<file path="config.mk">
export PLATFORM = sky130hd
export DESIGN_NAME = bp_nonsynth_commit_watchdog
export DESIGN_NICKNAME = d
export VERILOG_FILES = /design/src/rtl/bp_nonsynth_commit_watchdog.sv
export SDC_FILE = /design/constraint.sdc
export NUM_CORES = 1
export LEC_CHECK = 0
export BUFFER_PORTS_ARGS = -buffer_cell sky130_fd_sc_hd__clkbuf_2
export CORE_ASPECT_RATIO = 0.8
export CORE_MARGIN = 2
export CORE_UTILIZATION = 55
export DETAILED_ROUTE_END_ITERATION = 6
export PLACE_DENSITY = 0.81
export SLEW_MARGIN = 30
export SYNTH_ARGS = -nofsm -noshare
export SYNTH_HDL_FRONTEND = slang
export SYNTH_SLANG_ARGS = --single-unit
</file>
<file path="constraint.sdc">
create_clock -name clk_i -period 4.4 [get_ports clk_i]
set_clock_uncertainty 0.05 [all_clocks]
set_input_delay 0.66 -clock clk_i [delete_from_list [all_inputs] [get_ports clk_i]]
set_output_delay 0.66 -clock clk_i [all_outputs]
set_load 0.01 [all_outputs]
</file>
<file path="src/rtl/bp_nonsynth_commit_watchdog.sv">
// Run-control monitor on the commit path: counts retirements, detects hangs,
// self-loops and the instruction cap, then drains before raising finish.
module bp_nonsynth_commit_watchdog #(
    parameter int vaddr_width_p    = 39,
    parameter int stall_timeout_p  = 16384,
    parameter int loop_threshold_p = 8,
    parameter int drain_cycles_p   = 64
) (
    input  logic                     clk_i,
    input  logic                     reset_i,
    input  logic                     freeze_i,
    input  logic                     en_i,
    input  logic                     commit_v_i,
    input  logic                     trap_v_i,
    input  logic [vaddr_width_p-1:0] commit_pc_i,
    input  logic [31:0]              commit_instr_i,
    input  logic [31:0]              instr_cap_i,
    input  logic                     drained_i,
    output logic [31:0]              instr_cnt_o,
    output logic [1:0]               state_o,
    output logic                     finish_o,
    output logic                     hang_o,
    output logic                     loop_o,
    output logic                     cap_o
);

    localparam int stall_width_lp = (stall_timeout_p > 2) ? $clog2(stall_timeout_p) : 1;
    localparam int loop_width_lp  = $clog2(loop_threshold_p + 1);
    localparam int drain_width_lp = (drain_cycles_p > 1) ? $clog2(drain_cycles_p) : 1;

    localparam logic [31:0]               self_jump_lp  = 32'h0000_006f;
    localparam logic [stall_width_lp-1:0] stall_last_lp = stall_width_lp'(stall_timeout_p - 1);
    localparam logic [loop_width_lp-1:0]  loop_hit_lp   = loop_width_lp'(loop_threshold_p);
    localparam logic [drain_width_lp-1:0] drain_last_lp = drain_width_lp'(drain_cycles_p - 1);

    typedef enum logic [1:0] {
        e_idle  = 2'd0,
        e_run   = 2'd1,
        e_drain = 2'd2,
        e_done  = 2'd3
    } state_e;

    state_e                     state_q,     state_d;
    logic [31:0]                instr_cnt_q, instr_cnt_d;
    logic [stall_width_lp-1:0]  stall_cnt_q, stall_cnt_d;
    logic [loop_width_lp-1:0]   loop_cnt_q,  loop_cnt_d;
    logic [drain_width_lp-1:0]  drain_cnt_q, drain_cnt_d;
    logic [vaddr_width_p-1:0]   last_pc_q,   last_pc_d;
    logic                       finish_q, finish_d;
    logic                       hang_q,   hang_d;
    logic                       loop_q,   loop_d;
    logic                       cap_q,    cap_d;

    logic [31:0]                instr_cnt_inc;
    logic                       self_jump;

    assign instr_cnt_inc = (instr_cnt_q == '1) ? instr_cnt_q : instr_cnt_q + 32'd1;
    assign self_jump     = (commit_instr_i == self_jump_lp);

    // NOTE: every next-state variable is defaulted to its held value first so no path infers a latch.
    always_comb begin
        state_d     = state_q;
        instr_cnt_d = instr_cnt_q;
        stall_cnt_d = stall_cnt_q;
        loop_cnt_d  = loop_cnt_q;
        drain_cnt_d = drain_cnt_q;
        last_pc_d   = last_pc_q;
        finish_d    = finish_q;
        hang_d      = hang_q;
        loop_d      = loop_q;
        cap_d       = cap_q;

        unique case (state_q)
            e_idle: begin
                if (en_i && !freeze_i) state_d = e_run;
            end

            e_run: begin
                if (!en_i) begin
                    state_d = e_idle;
                end else begin
                    if (commit_v_i) begin
                        instr_cnt_d = instr_cnt_inc;
                        last_pc_d   = commit_pc_i;
                        if (self_jump && (commit_pc_i == last_pc_q))
                            loop_cnt_d = loop_cnt_q + loop_width_lp'(1);
                        else if (self_jump)
                            loop_cnt_d = loop_width_lp'(1);
                        else
                            loop_cnt_d = '0;
                    end

                    // Any commit clears the stall counter, so hang and cap/loop are exclusive.
                    if (commit_v_i || trap_v_i) begin
                        stall_cnt_d = '0;
                    end else if (!freeze_i) begin
                        if (stall_cnt_q == stall_last_lp) begin
                            hang_d   = 1'b1;
                            finish_d = 1'b1;
                            state_d  = e_done;
                        end else begin
                            stall_cnt_d = stall_cnt_q + stall_width_lp'(1);
                        end
                    end

                    if (commit_v_i) begin
                        if (loop_cnt_d == loop_hit_lp) begin
                            loop_d  = 1'b1;
                            state_d = e_drain;
                        end
                        if ((instr_cap_i != 32'd0) && (instr_cnt_d == instr_cap_i)) begin
                            cap_d   = 1'b1;
                            state_d = e_drain;
                        end
                    end
                end
            end

            e_drain: begin
                drain_cnt_d = drain_cnt_q + drain_width_lp'(1);
                if (commit_v_i) instr_cnt_d = instr_cnt_inc;
                if (drained_i || (drain_cnt_q == drain_last_lp)) begin
                    finish_d = 1'b1;
                    state_d  = e_done;
                end
            end

            e_done: begin
            end

            default: state_d = e_idle;
        endcase
    end

    // NOTE: state registers use non-blocking assignments so every flop samples pre-edge values.
    always_ff @(posedge clk_i or posedge reset_i) begin
        if (reset_i) begin
            state_q     <= e_idle;
            instr_cnt_q <= '0;
            stall_cnt_q <= '0;
            loop_cnt_q  <= '0;
            drain_cnt_q <= '0;
            last_pc_q   <= '0;
            finish_q    <= 1'b0;
            hang_q      <= 1'b0;
            loop_q      <= 1'b0;
            cap_q       <= 1'b0;
        end else begin
            state_q     <= state_d;
            instr_cnt_q <= instr_cnt_d;
            stall_cnt_q <= stall_cnt_d;
            loop_cnt_q  <= loop_cnt_d;
            drain_cnt_q <= drain_cnt_d;
            last_pc_q   <= last_pc_d;
            finish_q    <= finish_d;
            hang_q      <= hang_d;
            loop_q      <= loop_d;
            cap_q       <= cap_d;
        end
    end

    assign instr_cnt_o = instr_cnt_q;
    assign state_o     = state_q;
    assign finish_o    = finish_q;
    assign hang_o      = hang_q;
    assign loop_o      = loop_q;
    assign cap_o       = cap_q;

endmodule

</file>
==> flow_metrics.py <==
metrics = {
    "clock_network": {
        "cts_resized": 0,
        "clk_latency_ns": 0.36,
        "clock-sinks": 101,
        "postCtsSetupBuffers": 0,
        "cts_max_level": 3,
        "cts_tree": "done",
        "cts_buffer_depth": 2,
        "cts_root_buffer": "clkbuf_16",
        "clkTransAtPathRegs_ns": 0.09,
        "cts_inserted_buffers": 9,
        "cts_hold_buf": 0,
    },
    "pwr": {
        "seqPwrFrac": 0.448,
        "switching_share": 0.339,
        "power.total_mw": 3.00,
        "internal_power_mw": 1.98,
        "p_comb_frac": 0.274,
        "p_switching_mw": 1.02,
        "p_leak_nw": 3.39,
        "p_per_area_nw_per_um2": 400,
        "clkPwrFrac": 0.278,
        "peakVddDrop_mv": 0.282,
    },
    "die": {
        "start_util": 0.558,
        "core_region_area_um2": 11400,
        "io_pins": 148,
        "fp.dieW_um": 124,
        "die_h_um": 100,
        "die-area_um2": 12500,
        "rows": 35,
    },
    "drt": {
        "vias": 5633,
        "routed_wl_um": 17700,
        "viasPerCell": 5.97,
        "drc": 0,
        "wl_per_cell_um": 18.8,
        "drt-initial-drc-count": 372,
        "final_antenna_net_count": 0,
        "dr.pass1.iters": 5,
    },
    "placement": {
        "gp_congestion": 0.999,
        "placedCellCount": 927,
        "place_area_um2": 7190,
        "dpl.hpwl_um": 14000,
        "pre_cts_ws_ns": 0.995,
        "io_buffers": 147,
    },
    "cells_and_area": {
        "diodes": 0,
        "design_area_um2": 7510,
        "syn_to_final_growth_pct": 17.8,
        "layoutNonFillerInstCount": 943,
        "layout-drive-gt1-share": 0.291,
        "nets": 908,
    },
    "flow_run": {
        "drv_cap": 0,
    },
    "timing": {
        "finalSetupViolCount": 0,
        "min_period_ns": 3.53,
        "fin_crit_sh": 0.803,
        "slew_headroom": 0.347,
        "rsz0062_at_grt": "false",
        "tightest_slew_ns": 0.969,
        "finalMaxSlewViolations": 0,
        "fin_ws_ns": 0.866,
        "tns_ns": 0,
        "hold_violations": 0,
        "fmax_ghz": 0.283,
    },
    "logic_synthesis": {
        "synth.most_common_cell": "dfrtp_1",
        "synth_nets": 774,
        "ys_top_cells_by_area": "dfrtp_1 (40%), xor2_1 (9.5%), xnor2_1 (7.8%)",
        "yosysUniqueCellTypes": 72,
        "syn_inst": 656,
        "synth_seq_cells": 101,
        "synthTopCellsByCount": "dfrtp_1 (101), xor2_1 (69), xnor2_1 (57)",
        "synth.avg_cell_area_um2": 9.72,
        "synthFlopType": "dfrtp_1",
        "synth-edff-count": 0,
        "yosysTopAreaCellShare": 0.396,
        "synth.cell_area_um2": 6370,
        "synth_warnings": 0,
        "seq_area_frac_synth": 0.396,
        "async_reset_ff_frac": 1.00,
        "synth_top_area_cell": "dfrtp_1",
    },
    "global_route": {
        "grt_overflow_total": 0,
        "grt_pass1_vias": 5614,
        "antenna_found_initial": 0,
        "grt_max_degree": 67,
        "grtUsageTotal": 0.289,
        "grt_first_pass_wirelength_um": 28700,
    },
    "outcome": {
        "outcome": "completed",
    },
    "worst_setup_path": {
        "startpoint_type": "flip-flop",
        "path_delay_family": "simple AND/OR/NAND/NOR gates",
        "crit_type": "flip-flop to flip-flop",
        "required_ns": 4.63,
        "cp_cell_sequence": "nand4_1 > nor4_4 > nand3_2 > nand3_1 > mux2_1 > o41ai_1 > or4b_1 > nor2_1 > a31o_1",
        "path_max_fanout": 17,
        "cpPeakStageDelay_ns": 0.57,
        "critPathBufInv": 0,
        "critical_path.endpoint_type": "flip-flop",
        "r2r_slack_ns": 0.87,
        "arrival_ns": 3.76,
        "slowest_stage": "nor4_4",
    },
    "min_path": {
        "min_path_type": "input port to asynchronous set/reset pin",
    },
}
==> cell families (layout without fill, tap and decap cells) <==
kind of cell | count (synthesis) | after routing | synth area share
multiplexers | 43 | 43 | 0.0758
flip-flops | 101 | 101 | 0.396
buffers and inverters | 39 | 178 | 0.0271
adder cells (fa/ha/maj) | 8 | 8 | 0.0157
XOR/XNOR | 126 | 126 | 0.173
AND/OR/NAND/NOR | 264 | 264 | 0.233
AO/OA/AOI/OAI | 75 | 75 | 0.0789
==> flip-flops by register name, indices dropped and copies added (netlist names) <==
name         count
finish_o         1
instr_cnt_o     32
loop_cnt_q       4
hang_o           1
drain_cnt_q      6
last_pc_q       39
cap_o            1
stall_cnt_q     14
state_o          2
loop_o           1
==> cells in the final DEF, fill, tap and decap left out, types with 3 or more instances in the layout <==
| cell | netlist | final |
|---|---|---|
| a21oi_1 | 14 | 14 |
| a31o_2 | 3 | 3 |
| a31oi_1 | 5 | 5 |
| and3_1 | 8 | 8 |
| and4_1 | 4 | 4 |
| clkbuf_16 | 0 | 9 |
| clkbuf_2 | 1 | 147 |
| dfrtp_1 | 101 | 101 |
| ha_1 | 8 | 8 |
| inv_1 | 13 | 12 |
| inv_8 | 0 | 3 |
| mux2_2 | 41 | 41 |
| nand2_1 | 51 | 50 |
| nand2b_1 | 4 | 4 |
| nand3_1 | 26 | 26 |
| nand4_1 | 29 | 29 |
| nand4b_1 | 3 | 3 |
| nor2_1 | 51 | 51 |
| nor3_1 | 15 | 15 |
| nor4_1 | 32 | 32 |
| o211ai_1 | 3 | 3 |
| o21ai_0 | 18 | 18 |
| o31ai_1 | 4 | 4 |
| or3_1 | 10 | 10 |
| xnor2_1 | 57 | 57 |
| xor2_1 | 69 | 69 |
==> cell type report <==
type                            instances  area (um2)
Sequential cell                       101        2530
Multi-Input combinational cell        516        3680
Fill cell                             957        3920
Clock inverter                          7        91.3
Timing Repair Buffer                  149         751
Clock buffer                            9         225
Tap cell                              148         185
Inverter                               13        51.3
==> metal layers <==
| metal | GRT usage | vias up | part of all wire |
|---|---|---|---|
| met1 | 0.414 | 2739 | 0.45 |
| li1 | - | 2636 | - |
| met2 | 0.448 | 235 | 0.45 |
| met4 | 0.0778 | 0 | 0.015 |
| met3 | 0.0629 | 23 | 0.085 |
| met5 | 0 | - | 0 |
==> metrics by stage <==
step,util,hold WS [ns]
final,0.657,0.396
after global routing,0.657,0.442
after CTS,0.657,0.413
after detailed placement,0.629,0.399
after global placement,0.629,0.402
after floorplan,-,0.384
==> final timing paths <==
check,from,to,cells past startpoint
max in group asynchronous,reset_i,instr_cnt_o[8],3
worst max-delay path,instr_cnt_o[24],cap_o,9
min in group clk_i,drain_cnt_q[5],drain_cnt_q[5],1
worst min register to register,drain_cnt_q[5],drain_cnt_q[5],1
worst min-delay path,reset_i,stall_cnt_q[12],2
worst max register to register,instr_cnt_o[24],cap_o,9
==> power by group through the flow <==
stage	Clock [mW]	Sequential, mW	Combinational, mW
3_3_place_gp	0	1.33	0.777
4_1_cts	0.855	1.34	0.824
3_5_place_dp	0	1.36	0.816
5_1_grt	0.886	1.38	0.906
2_1_floorplan	0	1.30	0.611
6_report	0.836	1.34	0.821
(Power assumes the default switching activity.)
